===== src/rtl/dm_access_unit_if.sv =====
// Request/acknowledge data-memory bus shared by the M-stage access unit
// (master) and the memory responder (slave).
interface dm_access_unit_if;
  logic        bus_req;
  logic        bus_we;
  logic [31:0] bus_addr;
  logic [3:0]  bus_be;
  logic [31:0] bus_wdata;
  logic        bus_ack;
  logic [31:0] bus_rdata;

  modport master (
    output bus_req, bus_we, bus_addr, bus_be, bus_wdata,
    input  bus_ack, bus_rdata
  );

  modport slave (
    input  bus_req, bus_we, bus_addr, bus_be, bus_wdata,
    output bus_ack, bus_rdata
  );
endinterface


===== src/rtl/dm_access_unit.sv =====
// M-stage data-access controller: turns each load/store into one req/ack bus
// transaction, stalls the pipeline meanwhile, flags misalignment, times out.
module dm_access_unit #(
  parameter int TIMEOUT = 16
) (
  input  logic        clock,
  input  logic        reset,
  input  logic        DMWrM,
  input  logic        DMRdM,
  input  logic [2:0]  DMOpM,
  input  logic [31:0] ALUM,
  input  logic [31:0] R2M,
  input  logic        GeneralFlush,
  dm_access_unit_if.master bus,
  output logic        stall,
  output logic [31:0] ld_data,
  output logic        exc_adel,
  output logic        exc_ades,
  output logic        bus_err
);

  localparam int CNT_W = $clog2(TIMEOUT + 1);
  localparam logic [CNT_W-1:0] CNT_LAST = CNT_W'(TIMEOUT - 1);

  typedef enum logic [1:0] {
    S_IDLE = 2'd0,
    S_REQ  = 2'd1,
    S_DONE = 2'd2
  } state_t;

  state_t           r_state;
  logic [CNT_W-1:0] r_cnt;
  logic             r_bus_req;
  logic             r_we;
  logic [31:0]      r_addr;
  logic [3:0]       r_be;
  logic [31:0]      r_wdata;
  logic [2:0]       r_op;
  logic [1:0]       r_lo;
  logic [31:0]      r_ld_data;
  logic             r_bus_err;

  logic             w_is_half;
  logic             w_is_byte;
  logic             w_aligned;
  logic             w_access;
  logic [3:0]       w_be;
  logic [31:0]      w_wdata;

  // Aligns the addressed lane down to bit 0 and extends it as DMOpM selects.
  function automatic logic [31:0] fmt_load(input logic [31:0] rd,
                                           input logic [2:0]  op,
                                           input logic [1:0]  lo);
    logic signed [15:0] s_half;
    logic signed [7:0]  s_byte;
    s_half = lo[1] ? rd[31:16] : rd[15:0];
    s_byte = rd[{lo, 3'b000} +: 8];
    case (op)
      3'd1:    fmt_load = 32'(s_half);
      3'd2:    fmt_load = {16'h0000, s_half};
      3'd3:    fmt_load = 32'(s_byte);
      3'd4:    fmt_load = {24'h000000, s_byte};
      default: fmt_load = rd;
    endcase
  endfunction

  function automatic logic [CNT_W-1:0] sat_inc(input logic [CNT_W-1:0] v);
    sat_inc = (v == {CNT_W{1'b1}}) ? v : v + 1'b1;
  endfunction

  always_comb begin
    w_is_half = (DMOpM == 3'd1) || (DMOpM == 3'd2);
    w_is_byte = (DMOpM == 3'd3) || (DMOpM == 3'd4);
    if (w_is_byte)      w_aligned = 1'b1;
    else if (w_is_half) w_aligned = ~ALUM[0];
    else                w_aligned = (ALUM[1:0] == 2'b00);
  end

  assign w_access = (DMWrM | DMRdM) & w_aligned & ~GeneralFlush;
  assign exc_adel = DMRdM & ~w_aligned;
  assign exc_ades = DMWrM & ~w_aligned;

  always_comb begin
    w_be    = 4'b1111;
    w_wdata = R2M;
    if (w_is_half) begin
      w_be    = ALUM[1] ? 4'b1100 : 4'b0011;
      w_wdata = {2{R2M[15:0]}};
    end else if (w_is_byte) begin
      w_be    = 4'b0001 << ALUM[1:0];
      w_wdata = {4{R2M[7:0]}};
    end
  end

  always_ff @(posedge clock) begin
    if (!reset) begin
      r_state   <= S_IDLE;
      r_cnt     <= '0;
      r_bus_req <= 1'b0;
      r_we      <= 1'b0;
      r_addr    <= '0;
      r_be      <= '0;
      r_wdata   <= '0;
      r_op      <= '0;
      r_lo      <= '0;
      r_ld_data <= '0;
      r_bus_err <= 1'b0;
    end else begin
      r_bus_err <= 1'b0;
      case (r_state)
        S_IDLE: begin
          if (w_access) begin
            r_addr    <= {ALUM[31:2], 2'b00};
            r_be      <= w_be;
            r_wdata   <= w_wdata;
            r_we      <= DMWrM;
            r_op      <= DMOpM;
            r_lo      <= ALUM[1:0];
            r_cnt     <= '0;
            r_bus_req <= 1'b1;
            r_state   <= S_REQ;
          end
        end
        S_REQ: begin
          // An ack on the final allowed cycle still counts as a normal completion.
          if (bus.bus_ack) begin
            if (!r_we) r_ld_data <= fmt_load(bus.bus_rdata, r_op, r_lo);
            r_bus_req <= 1'b0;
            r_state   <= S_DONE;
          end else if (r_cnt == CNT_LAST) begin
            if (!r_we) r_ld_data <= '0;
            r_bus_err <= 1'b1;
            r_bus_req <= 1'b0;
            r_state   <= S_DONE;
          end else begin
            r_cnt <= sat_inc(r_cnt);
          end
        end
        S_DONE: r_state <= S_IDLE;
        default: begin
          r_bus_req <= 1'b0;
          r_state   <= S_IDLE;
        end
      endcase
    end
  end

  assign stall         = ((r_state == S_IDLE) & w_access) | (r_state == S_REQ);
  assign ld_data       = r_ld_data;
  assign bus_err       = r_bus_err;
  assign bus.bus_req   = r_bus_req;
  assign bus.bus_we    = r_we;
  assign bus.bus_addr  = r_addr;
  assign bus.bus_be    = r_be;
  assign bus.bus_wdata = r_wdata;

endmodule


===== src/flat_wrapper.sv =====
// flat-port wrapper written by rule: the top's interface ports become plain ports
module dm_access_unit_flat 
#(
  parameter int TIMEOUT = 16
)
  (clock, reset, DMWrM, DMRdM, DMOpM, ALUM, R2M, GeneralFlush, stall, ld_data, exc_adel, exc_ades, bus_err, bus_bus_req, bus_bus_we, bus_bus_addr, bus_bus_be, bus_bus_wdata, bus_bus_ack, bus_bus_rdata);
  dm_access_unit_if bus_i ();
  input  logic clock;
  input  logic reset;
  input  logic DMWrM;
  input  logic DMRdM;
  input  logic [2:0] DMOpM;
  input  logic [31:0] ALUM;
  input  logic [31:0] R2M;
  input  logic GeneralFlush;
  output logic stall;
  output logic [31:0] ld_data;
  output logic exc_adel;
  output logic exc_ades;
  output logic bus_err;
  output wire logic [$bits(bus_i.bus_req)-1:0] bus_bus_req;
  output wire logic [$bits(bus_i.bus_we)-1:0] bus_bus_we;
  output wire logic [$bits(bus_i.bus_addr)-1:0] bus_bus_addr;
  output wire logic [$bits(bus_i.bus_be)-1:0] bus_bus_be;
  output wire logic [$bits(bus_i.bus_wdata)-1:0] bus_bus_wdata;
  input wire logic [$bits(bus_i.bus_ack)-1:0] bus_bus_ack;
  input wire logic [$bits(bus_i.bus_rdata)-1:0] bus_bus_rdata;
  assign bus_bus_req = bus_i.bus_req;
  assign bus_bus_we = bus_i.bus_we;
  assign bus_bus_addr = bus_i.bus_addr;
  assign bus_bus_be = bus_i.bus_be;
  assign bus_bus_wdata = bus_i.bus_wdata;
  assign bus_i.bus_ack = bus_bus_ack;
  assign bus_i.bus_rdata = bus_bus_rdata;
  dm_access_unit #(.TIMEOUT(TIMEOUT)) u_core (.clock(clock), .reset(reset), .DMWrM(DMWrM), .DMRdM(DMRdM), .DMOpM(DMOpM), .ALUM(ALUM), .R2M(R2M), .GeneralFlush(GeneralFlush), .bus(bus_i), .stall(stall), .ld_data(ld_data), .exc_adel(exc_adel), .exc_ades(exc_ades), .bus_err(bus_err));
endmodule

===== config.mk =====
export PLATFORM = sky130hd
export DESIGN_NAME = dm_access_unit_flat
export DESIGN_NICKNAME = d
export VERILOG_FILES = /design/src/rtl/dm_access_unit_if.sv /design/src/rtl/dm_access_unit.sv /design/src/flat_wrapper.sv
export SDC_FILE = /design/constraint.sdc
export NUM_CORES = 1
export LEC_CHECK = 0
export CORE_ASPECT_RATIO = 0.75
export CORE_MARGIN = 2
export CORE_UTILIZATION = 43
export CTS_CLUSTER_DIAMETER = 30
export DETAILED_ROUTE_END_ITERATION = 16
export GPL_TIMING_DRIVEN = 0
export MAX_ROUTING_LAYER = met4
export PLACE_DENSITY = 0.81
export SLEW_MARGIN = 15
export SYNTH_ARGS = -nofsm -noshare
export SYNTH_HDL_FRONTEND = slang
export SYNTH_SLANG_ARGS = --single-unit

===== constraint.sdc =====
create_clock -name clock -period 2.8 [get_ports clock]
set_input_delay 0.56 -clock clock [delete_from_list [all_inputs] [get_ports clock]]
set_output_delay 0.56 -clock clock [all_outputs]
set_load 0.01 [all_outputs]

==> summary.txt, run 1 <==
Drt
  – Routed WL: 18,100 um
  – DRC violation count after routing: 0
  – Avg WL per Cell: 17.7 um
  – Vias/cell: 5.50
  – Vias: 5,601
  – Antenna-violating nets left: 0
  – Drt pass-1 iters: 6
  – DRT iter0 DRCs: 517

Critical path
  – Flop2flop setup slack: 0.25 ns
  – Reg2Reg Depth: 9
  – CP Max Fanout: 4
  – Crit. End Element: output pin
  – Startpoint type of the worst setup path: primary input
  – CP Buf/Inv Count: 2
  – CP max stage cell: clkdlybuf4s50_1
  – Arr. time, crit path: 2.12 ns
  – Crit path kind: in -> out
  – Crit path top cell by count: clkdlybuf4s50_1
  – Reg2reg end: u_core.ld_data[19]
  – Critical Path Max Stage Delay: 0.56 ns
  – Delay-heaviest family, CP: buffers and inverters
  – Crit-path cells: clkdlybuf4s50_1 -> o21ai_2 -> nor2_1 -> and2_1 -> clkdlybuf4s50_1
  – Worst EP required: 2.24 ns
  – Reg2reg start: u_core.r_cnt[0]

Clock network
  – Root buffer cell: clkbuf_16
  – CTS tree: done
  – # clock sinks: 113
  – Clock Latency Late Sink: 0.41 ns
  – CTS H-tree lvls: 4
  – # hold bufs at CTS: 0
  – Clock transition at path regs: 0.05 ns
  – Clock tree buffer depth: 2
  – CTS Buf Count: 17

Final layout
  – Most frequent cells in the layout: clkdlybuf4s50_1, nand2_1, dfxtp_1, a21oi_1, nor2_1
  – Leading cell type in the layout, fill and taps excluded: clkdlybuf4s50_1
  – Nets@finish: 951
  – Share of layout cells above drive strength 1: 10.2%
  – Area delta synth->final: 56.5%
  – Final Core Density: 68.4%

Global route
  – All-Layer GR Usage: 29.8%
  – Initial antenna violation count: 1
  – Wire length of the first global-routing pass: 28,500 um
  – Vias in the first global route: 5,560
  – Grt ovf: 0
  – Largest net degree at the start of global routing: 17

Synthesis
  – Ys async rst share: 0%
  – Post-synthesis cell count: 618
  – Top FF cell, synth: dfxtp_1
  – Synth Register Bits: 113
  – EDFF count, synth: 0
  – Seq/Total Area, Yosys: 44.9%
  – YS warnings: 0
  – Post-Syn Area per Cell: 8.15 um2
  – Mapped Area: 5040 um2
  – Cell variety after synth: 54

Worst hold path
  – Hold_sp: u_core.bus.bus_wdata[5]
  – Min-delay worst type: reg -> reg
  – Worst Hold End: u_core.bus.bus_wdata[5]
  – Hold depth: 2

Placement
  – RePlAce Congestion: 0.909
  – Buffers on Ports: 204
  – HPWL Detailed: 13,400 um

Pwr
  – Power, Total: 4.65 mW
  – Max VDD drop: 0.462 mV
  – P_leak: 2.92 nW
  – PwrDens: 590 nW/um2

Floorplanning
  – Std cell rows: 34
  – Io pins: 211
  – Placeable Area: 11,500 um2
  – DIE AREA: 12,600 um2
  – Chip width: 129 um
  – Die Y: 97.7 um
  – Starting Density: 43.7%

STA
  – Peak Freq: 0.373 GHz
  – Max-slew violation count: 0
  – Setup_tns: 0 ns
  – Final min period: 2.68 ns
  – Measured slew at the worst slew-check pin: 0.794 ns
  – Final setup viols: 0
  – Fin crit share: 95.7%
  – Slew headroom: 46.6%
  – Fin. Hold Viols: 0
  – RSZ-0062 raised after global routing: false
  – Fin Clk Skew: 0.00821 ns

Flow run
  – Max-Cap Viols: 0

Run status
  – Outcome: complete, no violations
final cells by class:
| class | instances | area, um2 |
|---|---|---|
| Clock buffer | 25 | 485 |
| Tap cell | 162 | 203 |
| Multi-Input combinational cell | 455 | 2520 |
| Inverter | 4 | 15.0 |
| Antenna cell | 2 | 5.00 |
| Timing Repair Buffer | 205 | 2050 |
| Fill cell | 924 | 3650 |
| Clock inverter | 6 | 80.1 |
| Buffer | 47 | 259 |
| Sequential cell | 113 | 2260 |
logic make-up after synthesis:
logic type | after synthesis | synth area share (%)
simple gates | 241 | 20.7
xor+xnor | 7 | 1.37
fa+ha+maj | 3 | 0.745
mux | 19 | 4.05
compound gates | 183 | 22.9
other cells | 1 | 0.0744
flops | 113 | 44.9
buf+inv | 51 | 5.34
how the worst max path moves through the flow:
stage                     slack (ns)  depth (start not counted)                  to       startpoint
after floorplan                 0.58                          6               stall         DMOpM[0]
after global placement         -0.60                          7               stall            DMWrM
after detailed placement       -0.63                          7               stall            DMWrM
after CTS                       0.02                          9  u_core.ld_data[19]  u_core.r_cnt[0]
after global routing           0.002                          9  u_core.ld_data[19]  u_core.r_cnt[0]
final                           0.12                          5            exc_adel          ALUM[1]
sequential cells by signal, summed over array words and instances, names as in the netlist:
signal / cells
u_core.bus.bus_wdata: 32
u_core.ld_data: 32
u_core.bus.bus_addr: 30
u_core.r_cnt: 5
u_core.bus.bus_be: 4
u_core.r_op: 3
u_core.r_lo: 2
u_core.r_state: 2
u_core.bus.bus_req: 1
u_core.bus.bus_we: 1
u_core.bus_err: 1
synth_stat cells (all sizes together), types with 2 or more instances:
library cell	number	area, um2
a211o	6	52.6
a211oi	18	140
a21oi	78	390
a221oi	15	131
a31o	6	52.6
a31oi	3	18.8
and2	8	50.1
and3	2	12.5
buf	27	178
clkbuf	20	76.3
dfxtp	113	2260
ha	3	37.5
inv	3	11.3
mux2i	17	170
nand2	141	529
nand3	4	20.0
nor2	55	214
nor3	7	35.0
nor3b	6	45.0
nor4	2	25.0
o21ai	37	196
o221ai	7	67.6
o22ai	2	12.5
o41ai	2	17.5
or2	10	62.6
xnor2	6	52.6
worst min-delay path, stage by stage, from the launching register on:
cell	delay, ns
dfxtp_1	0.30
nand2_1	0.05
a21oi_1	0.06
per-layer routing:
metal  up-vias  share of wire [%]  track usage [%]
li1       2623                  -                -
met3        45                6.9             6.08
met4         0                2.9             12.5
met2       247                 48             46.2
met1      2686                 42             37.8
met5         -                  0                -
metrics by stage:
stage / hold slack, ns / area [um2] / setup slack, ns / std cells
floorplan: 0.463 / 5040 / 0.583 / 619
global placement: 0.432 / 7290 / -0.605 / 985
detailed placement: 0.443 / 7290 / -0.628 / 985
CTS: 0.453 / 7870 / 0.0197 / 1017
global route: 0.471 / 7880 / 0.00227 / 1018
finish: 0.454 / 7880 / 0.121 / 1019
power breakdown:
| group | leakage (nW) | total (mW) | internal (mW) | switching, mW |
|---|---|---|---|---|
| Combinational | 1.72 | 0.823 | 0.410 | 0.413 |
| Clock | 0.281 | 2.09 | 1.37 | 0.717 |
| Sequential | 0.920 | 1.74 | 1.69 | 0.0465 |
| Total | 2.92 | 4.65 | 3.47 | 1.18 |
repair_timing:
item                       in CTS  in global routing
setup endpoints to repair       1                 14
resized for setup               5                  4
pin swaps                       1                  1
buffers inserted                1                  0
Note: power is estimated with default switching activity, not from simulation.
==> inputs of run 2 (changes only) <==
CORE_UTILIZATION = 40   (was 43)
PLACE_DENSITY = 0.76   (was 0.81)
==> run 2 against run 1 <==
- clock-buffer cell count shrank 4
- cell count grew 0.39%
- utilization shrank 4.1 points
- die area grew 7.2%
- setup slack lost 0.037 ns
- register-to-register slack lost 0.03 ns
- cell area grew 0.35%
- combinational power grew 0.5%
- clock power grew 2%
- total power grew 1.0%
- critical path depth is the same
- critical path type unchanged
- largest power group unchanged
==> summary.txt, run 2 (synthesis results as in run 1) <==
Critical path
  – Reg2reg start: u_core.r_cnt[0]
  – Critical path depth in cells: 5
  – CP max stage cell: clkdlybuf4s50_1
  – Worst EP required: 2.24 ns
  – CP Max Fanout: 4
  – Critical Path Max Stage Delay: 0.56 ns
  – Crit path kind: in -> out
  – Crit-path cells: clkdlybuf4s50_1 -> o21ai_2 -> nor2_2 -> and2_1 -> clkdlybuf4s50_1
  – Delay-heaviest family, CP: buffers and inverters
  – Startpoint type of the worst setup path: primary input
  – CP Buf/Inv Count: 2
  – Arr. time, crit path: 2.16 ns
  – Reg2Reg Depth: 9
  – Critical Path Start: ALUM[1]
  – Crit path top cell by count: clkdlybuf4s50_1
  – Crit. End Element: output pin

Pwr
  – Clock share of power: 45.3%
  – Sw Pwr: 1.22 mW
  – Sw Ratio: 26.1%
  – Power share of the sequential group: 37.1%
  – Combinational share of power: 17.6%
  – P_leak: 2.92 nW
  – Cell Int Power: 3.47 mW
  – PwrDens: 594 nW/um2
  – Max VDD drop: 0.484 mV

Drt
  – Antenna-violating nets left: 0
  – Vias: 5,488
  – DRT iter0 DRCs: 438
  – Drt pass-1 iters: 5
  – Avg WL per Cell: 17.7 um
  – Vias/cell: 5.36
  – DRC violation count after routing: 0
  – Routed WL: 18,100 um

Final layout
  – Post-route design area: 7910 um2
  – Nets@finish: 952
  – Most frequent cells in the layout: clkdlybuf4s50_1, nand2_1, dfxtp_1, a21oi_1, nor2_1
  – Share of layout cells above drive strength 1: 10.9%
  – Area delta synth->final: 57.0%
  – Leading cell type in the layout, fill and taps excluded: clkdlybuf4s50_1

Clock network
  – Clock Latency Late Sink: 0.41 ns
  – CTS tree: done
  – CTS H-tree lvls: 4
  – # clock sinks: 113
  – Root buffer cell: clkbuf_16
  – Clock tree buffer depth: 2
  – Clock transition at path regs: 0.05 ns
  – CTS Buf Count: 17

Floorplanning
  – Starting Density: 40.9%
  – Die Y: 101 um
  – Chip width: 134 um
  – Placeable Area: 12,300 um2
  – Std cell rows: 35
  – Io pins: 211
  – DIE AREA: 13,500 um2

STA
  – Measured slew at the worst slew-check pin: 0.667 ns
  – Fin crit share: 97.0%
  – Setup ws final: 0.0840 ns
  – Final min period: 2.72 ns
  – Final setup viols: 0
  – Max-slew violation count: 0
  – Fin Clk Skew: 0.00814 ns
  – Peak Freq: 0.368 GHz
  – Setup_tns: 0 ns
  – Hold WS: 0.454 ns
  – RSZ-0062 raised after global routing: false
  – Slew headroom: 55.5%
  – Fin. Hold Viols: 0

Global route
  – Vias in the first global route: 5,264
  – Largest net degree at the start of global routing: 17
  – Grt ovf: 0
  – All-Layer GR Usage: 27.5%
  – Wire length of the first global-routing pass: 27,900 um
  – Initial antenna violation count: 1

Flow run
  – Max-Cap Viols: 0

Placement
  – Pre-CTS setup slack: -0.667 ns
  – HPWL Detailed: 13,500 um
  – RePlAce Congestion: 0.892
  – DP Area: 7290 um2
  – Buffers on Ports: 204

Worst hold path
  – Min-delay worst type: reg -> reg
  – Hold depth: 2
  – Hold_sp: u_core.bus.bus_addr[6]

Run status
  – Outcome: complete, no violations
[run 2: cell count changes in the layout (fill, tap and decap cells not counted)]
cell / before / now
buf_4: 8 / 9
clkbuf_1: 22 / 17
dlygate4sd2_1: 2 / 1
clkinvlp_4: 0 / 4
clkbuf_2: 2 / 3
clkdlybuf4s50_1: 202 / 203
diode_2: 2 / 1
[run 2: repair_timing]
item,4_1_cts,5_1_grt
hold buffers,0,0
setup buffers,2,0
pin swaps,1,1
setup endpoints to repair,1,15
resized for setup,5,5
[run 2: area by class of cell]
cell class	count	area (um2)
clock buffer	21	470
timing repair buffer	206	2060
inverter	4	15.0
multi-input combinational	455	2520
sequential	113	2260
tap	166	208
antenna	1	2.50
buffer	47	260
clock inverter	10	110
fill	1046	4400
[run 2: worst reg2reg max path, stage by stage (launching register included)]
cell      delay [ns]
dfxtp_1         0.35
ha_1            0.24
and3_1          0.21
ha_1            0.22
nor2_1          0.39
o31a_1          0.35
clkbuf_2        0.29
clkbuf_2        0.27
nand2_1         0.09
o41ai_1         0.07
[run 2: power groups by stage]
stage	Clock [mW]	Combinational [mW]	Sequential, mW
floorplan	0	0.334	1.80
global placement	0	0.791	1.77
detailed placement	0	0.805	1.77
CTS	2.14	0.817	1.74
global route	2.22	0.888	1.75
finish	2.13	0.827	1.74
[run 2: through the flow]
stage	utilization, %	total power, mW	std cells
4_1_cts	64.2	4.70	1022
2_1_floorplan	-	2.14	619
5_1_grt	64.3	4.86	1023
3_5_place_dp	59.2	2.58	989
6_report	64.3	4.70	1023
3_3_place_gp	59.2	2.56	989
[run 2: path summary, 6_finish.rpt]
kind | end | slack [ns]
min | u_core.bus.bus_addr[6] | 0.45
min reg2reg | u_core.bus.bus_addr[6] | 0.45
max | exc_ades | 0.08
max reg2reg | u_core.ld_data[15] | 0.22
[run 2: layer usage]
metal	global-route usage, %	vias up	share of wire, %
met3	6.66	37	8.2
met4	9.74	0	2.3
met1	35.4	2589	44
li1	-	2614	-
met2	42.7	248	46
met5	-	-	0
